--- config.mk ---
export PLATFORM = sky130hd
export DESIGN_NAME = mult16_arbiter
export DESIGN_NICKNAME = d
export VERILOG_FILES = /design/src/rtl/synth_pkg.sv /design/src/rtl/rr_arbiter.sv /design/src/rtl/mult16_arbiter.sv
export SDC_FILE = /design/constraint.sdc
export NUM_CORES = 1
export LEC_CHECK = 0
export CAP_MARGIN = 20
export CORE_MARGIN = 3
export CORE_UTILIZATION = 30
export DETAILED_ROUTE_END_ITERATION = 10
export GPL_TIMING_DRIVEN = 1
export HOLD_SLACK_MARGIN = 0.06
export PLACE_DENSITY = 0.69
export SYNTH_ARGS = -nofsm -noshare
export SYNTH_HDL_FRONTEND = slang
export SYNTH_SLANG_ARGS = --single-unit
--- constraint.sdc ---
create_clock -name Clk -period 4.7 [get_ports Clk]
set_input_delay 1.41 -clock Clk [delete_from_list [all_inputs] [get_ports Clk]]
set_output_delay 1.41 -clock Clk [all_outputs]
set_load 0.01 [all_outputs]
--- src/rtl/synth_pkg.sv ---
// rtl/synth_pkg.sv - shared constants and tag type for the synth multiplier arbiter
package synth_pkg;

    localparam int NUM_MULT_REQ   = 4;
    localparam int MULT16_LATENCY = 2;
    localparam int MULT_ID_W      = $clog2(NUM_MULT_REQ);

    typedef struct packed {
        logic                 valid;
        logic [MULT_ID_W-1:0] id;
        logic                 bypass;
        logic [15:0]          dataa;
    } mult_tag_t;

endpackage

--- src/rtl/rr_arbiter.sv ---
// rtl/rr_arbiter.sv - round-robin arbiter with one-hot grant and rotating pointer
module rr_arbiter #(
    parameter  int NUM_REQ = 4,
    localparam int ID_W    = $clog2(NUM_REQ)
) (
    input  logic               clk,
    input  logic               rst_n,
    input  logic [NUM_REQ-1:0] req,
    input  logic               advance,
    output logic [NUM_REQ-1:0] gnt
);

    logic [ID_W-1:0]    rr_ptr_q, rr_ptr_d;
    logic [NUM_REQ-1:0] upper, pick, gnt_raw;
    logic [ID_W-1:0]    gnt_idx;

    always_comb begin
        // Requests at or above the pointer take priority; otherwise wrap to the lowest.
        upper   = req & ({NUM_REQ{1'b1}} << rr_ptr_q);
        pick    = (|upper) ? upper : req;
        gnt_raw = pick & (~pick + NUM_REQ'(1));
        gnt     = advance ? gnt_raw : '0;

        gnt_idx = '0;
        for (int i = 0; i < NUM_REQ; i++) begin
            if (gnt[i]) begin
                gnt_idx = ID_W'(i);
            end
        end

        rr_ptr_d = rr_ptr_q;
        if (|gnt) begin
            rr_ptr_d = (gnt_idx == ID_W'(NUM_REQ - 1)) ? '0 : gnt_idx + ID_W'(1);
        end
    end

    always_ff @(posedge clk or negedge rst_n) begin
        if (!rst_n) begin
            rr_ptr_q <= '0;
        end else begin
            rr_ptr_q <= rr_ptr_d;
        end
    end

endmodule

--- src/rtl/mult16_arbiter.sv ---
// rtl/mult16_arbiter.sv - shares one pipelined 16x16 multiplier between synth requesters
module mult16_arbiter
    import synth_pkg::*;
#(
    parameter  int NUM_REQ      = NUM_MULT_REQ,
    parameter  int MULT_LATENCY = MULT16_LATENCY,
    localparam int ID_W         = $clog2(NUM_REQ)
) (
    input  logic                    Clk,
    input  logic                    Reset_n,
    input  logic [NUM_REQ-1:0]      req,
    input  logic [NUM_REQ-1:0]      req_bypass,
    input  logic [NUM_REQ-1:0][15:0] req_dataa,
    input  logic [NUM_REQ-1:0][15:0] req_datab,
    output logic [NUM_REQ-1:0]      gnt,
    output logic [15:0]             mult_dataa,
    output logic [15:0]             mult_datab,
    input  logic [31:0]             mult_result,
    output logic                    result_valid,
    output logic [ID_W-1:0]         result_id,
    output logic [31:0]             result
);

    logic [ID_W-1:0] sel_id;
    logic [15:0]     sel_a, sel_b;
    logic            sel_byp;

    mult_tag_t tag_q [MULT_LATENCY];
    mult_tag_t tag_d [MULT_LATENCY];
    mult_tag_t tag_last;

    logic            result_valid_q, result_valid_d;
    logic [ID_W-1:0] result_id_q, result_id_d;
    logic [31:0]     result_q, result_d;

    // Holding advance low during reset keeps gnt at zero without a separate gate.
    rr_arbiter #(.NUM_REQ(NUM_REQ)) u_rr_arbiter (
        .clk     (Clk),
        .rst_n   (Reset_n),
        .req     (req),
        .advance (Reset_n),
        .gnt     (gnt)
    );

    always_comb begin
        sel_id  = '0;
        sel_a   = '0;
        sel_b   = '0;
        sel_byp = 1'b0;
        for (int i = 0; i < NUM_REQ; i++) begin
            if (gnt[i]) begin
                sel_id  = ID_W'(i);
                sel_a   = req_dataa[i];
                sel_b   = req_datab[i];
                sel_byp = req_bypass[i];
            end
        end
        // Bypassed and idle slots present zero so the multiplier inputs stay quiet.
        mult_dataa = sel_byp ? '0 : sel_a;
        mult_datab = sel_byp ? '0 : sel_b;
    end

    always_comb begin
        tag_d[0].valid  = |gnt;
        tag_d[0].id     = MULT_ID_W'(sel_id);
        tag_d[0].bypass = sel_byp;
        tag_d[0].dataa  = sel_a;
        for (int i = 1; i < MULT_LATENCY; i++) begin
            tag_d[i] = tag_q[i-1];
        end
    end

    assign tag_last = tag_q[MULT_LATENCY-1];

    always_comb begin
        result_valid_d = tag_last.valid;
        result_id_d    = result_id_q;
        result_d       = result_q;
        if (tag_last.valid) begin
            result_id_d = ID_W'(tag_last.id);
            result_d    = tag_last.bypass ? {16'b0, tag_last.dataa} : mult_result;
        end
    end

    always_ff @(posedge Clk or negedge Reset_n) begin
        if (!Reset_n) begin
            for (int i = 0; i < MULT_LATENCY; i++) begin
                tag_q[i] <= '0;
            end
            result_valid_q <= 1'b0;
            result_id_q    <= '0;
            result_q       <= '0;
        end else begin
            for (int i = 0; i < MULT_LATENCY; i++) begin
                tag_q[i] <= tag_d[i];
            end
            result_valid_q <= result_valid_d;
            result_id_q    <= result_id_d;
            result_q       <= result_d;
        end
    end

    assign result_valid = result_valid_q;
    assign result_id    = result_id_q;
    assign result       = result_q;

endmodule

==> results.md <==
- Status: complete, no violations
- Max_cap viols: 0
- Pre-CTS WS: -0.923 ns
- Synth top area cells: dfrtp_1 (43%), o221a_2 (5.3%), a21oi_1 (5.0%)
- Reg clk slew, reported paths: ~0.06 ns
- Combinational family with the most area after synthesis: compound AO/OA/AOI/OAI gates
- Crit-path max FO: 4
- Fmax: 215 MHz
- Cell count after placement: 937
- Most common cell after layout, fill and taps aside: clkdlybuf4s50_1
- Clock root buffer: clkbuf_16
- Vias in the first global route: about 5200
- RePlAce Congestion: between 0.8 and 0.9
- Pre-antenna DRT Iters: 4
- Rows: 44
- Count of pins over their slew limit: 0
- Final hold vios: 0
- Vias per inst: roughly 5.1
- Share of post-route cells with drive strength above 1: 25.5%
- WP data required: between 3 and 4 ns
- First-pass GRT wire length: 27600 um
- Slew at the pin closest to its max-slew limit: approximately 1.0 ns
- Synthesized Nets: 664
- Design area: a little over 8000 um2
- Syn-to-layout area delta: 84.6%
- Mux cell area share after synthesis: 4.07%
- Power per cell area: about 350 nW/um2
- Logic pwr share: 44.8%
- Startpoint Class: input pin
- Yosys top cell area share: a little over two fifths
- ANT cells: 0
- Synth Register Bits: 77
- Pleak: 3.47 nW
- DRC Markers: 0
- Most frequent cells in the layout: clkdlybuf4s50_1 (202), dfrtp_1 (76), buf_4 (50)
- Vias: approximately 4900
- DP Area: 7540 um2
- Synth Area in Adders: 0%
- Syn Std Cell Area: between 4000 and 5000 um2
- Worst reg-to-reg setup slack: approximately 2.5 ns
- Post-route setup TNS: 0 ns
- Initial antenna violation count: 1
- Class of the worst hold path: flip-flop to flip-flop
- Final worst slack: roughly 0.052 ns
- H-tree levels: 3
- Clock Sink Count: a little under 80
- Initial drt markers: 288
- Internal Power: between 1.5 and 2 mW
- Crit path time final: roughly 4.6 ns
- Netlist cell types: 42
- Unrepaired setup endpoints after global routing: true
- Grt ovf: 0
- Worst skew pair latency: between 0.3 and 0.4 ns
- Die area: ~16000 um2
- Switching share of power: 32.8%
- DP HPWL: 13300 um
- FILL cells: ~1300
- Clock Skew: 0.00634 ns
- P_sw: ~0.96 mW
- Core area: between 10000 and 15000 um2
- Simple-Gate Fraction of Synth Area: a little under a fifth
- Layout Nets: approximately 950
- Crit Path Class: input pin to output port
- Total Wirelength: ~18000 um
- CTS tree: built
- Non-filler instance count after layout: slightly below 1000
- GRT Overall Usage: 21.2%
- XOR/XNOR Fraction of Synth Area: 0%
- Syn. warnings: 0
- Largest area contributor in the netlist: dfrtp_1
- Post-synthesis compound-gate area fraction: 28.2%
- Sequential Power Share: roughly 30%
- Period Utilization, post-route: 98.9%
- Port bufs: 240
- Cells after Synth: 494
- Post-synthesis sequential area ratio: between 40% and 50%
- Arr. time, crit path: about 3.2 ns
- IO Pins: ~240
- Pin count of the biggest net entering global routing: slightly above 70
- Avg Inst Size Synth: ~9.1 um2
- Die height: roughly 130 um
- Design Power: around 3 mW
- Count of hold-fix buffers inserted at cts: 0
- Setup violators final: 0
- Initial Util: about 31%
- Element type at the critical path end: output port
- Die X-Extent: between 100 and 150 um
- Rel. slew slack: a little under a third
- Clock power share: 25.3%
- Clk buf depth: 2
- Max VDD drop: about 0.19 mV
- Detail Route Antenna Nets: 0
- DR WL/cell: 18.6 um
- Cts bufs inserted: 9
logic make-up after synthesis:
group | count (synthesis)
and+or+nand+nor | 167
AOI/OAI and AO/OA | 162
DFF | 77
buffers and inverters | 70
muxes | 18
cell usage after synthesis (all sizes together):
cell type	instances
a2111oi	16
a211o	2
a211oi	16
a21o	1
a21oi	45
a22oi	6
a2bb2oi	11
a31oi	1
a32o	1
and2	4
and3	2
buf	18
clkbuf	26
clkinv	1
dfrtp	77
inv	25
mux2	2
mux2i	16
nand2	50
nand2b	3
nand3	7
nand3b	18
nor2	50
nor2b	19
o21a	1
o21ai	36
o221a	21
o22ai	2
o2bb2ai	1
o311a	1
o31ai	1
or2	3
or3	11
worst max-delay path: stages:
cell and delay [ns]:
buf_6 0.10, nor2b_4 0.13, o311a_1 0.34, a21o_1 0.19
buf_6 0.12, a32o_2 0.24, buf_6 0.14, a2111oi_4 0.21
o221a_2 0.26, buf_6 0.10
power groups by stage:
stage / combinational, mW / clock (mW) / sequential, mW
after floorplan: 0.521 / 0 / 0.873
after global placement: 1.13 / 0 / 0.890
after detailed placement: 1.17 / 0 / 0.885
after CTS: 1.30 / 0.757 / 0.877
after global routing: 1.40 / 0.793 / 0.892
final: 1.31 / 0.740 / 0.875
routing by layer:
layer | vias up | share of wire, % | global-route usage, %
met1 | 2352 | 37 | 24.2
met4 | 2 | 3.0 | 7.99
met5 | - | 0.050 | 0
li1 | 2340 | - | -
met2 | 207 | 51 | 37.4
met3 | 34 | 8.6 | 6.04
path summary, 6_finish.rpt:
path,start,endpoint,depth (start not counted)
max,req[0],mult_datab[15],10
min,tag_d[7],tag_last[7],0
max reg2reg,u_rr_arbiter.rr_ptr_q[1],tag_d[9],8
min reg2reg,tag_d[7],tag_last[7],0
max in group asynchronous,Reset_n,result_valid_d,2
min in group asynchronous,Reset_n,u_rr_arbiter.rr_ptr_q[0],2
flip-flops by register name, summed over array words and instances (netlist names):
signal and flops:
result 32, tag_d 20, tag_last 19, result_id 2
u_rr_arbiter.rr_ptr_q 2, result_valid 1, result_valid_d 1
layout make-up:
type | instances | area, um2 | share of cell area [%]
Inverter | 26 | 97.6 | 1.18
Clock buffer | 9 | 225 | 2.72
Clock inverter | 7 | 97.6 | 1.18
Sequential cell | 77 | 1930 | 23.3
Tap cell | 184 | 230 | 2.78
Multi-Input combinational cell | 348 | 2580 | 31.2
Timing Repair Buffer | 313 | 3120 | 37.7
metrics by stage:
stage          hold slack (ns)  utilization [%]
4_1_cts                  0.340             56.3
3_3_place_gp             0.332             51.5
6_report                 0.342             56.7
2_1_floorplan            0.331                -
3_5_place_dp             0.335             51.7
5_1_grt                  0.346             56.7
repair_timing:
action	CTS	global route
endpoints found under the setup margin	35	33
resized for setup	216	25
pin swaps	29	24
buffers inserted	10	0
cloned	3	1
No activity file was read; power rests on OpenSTA's default activity.
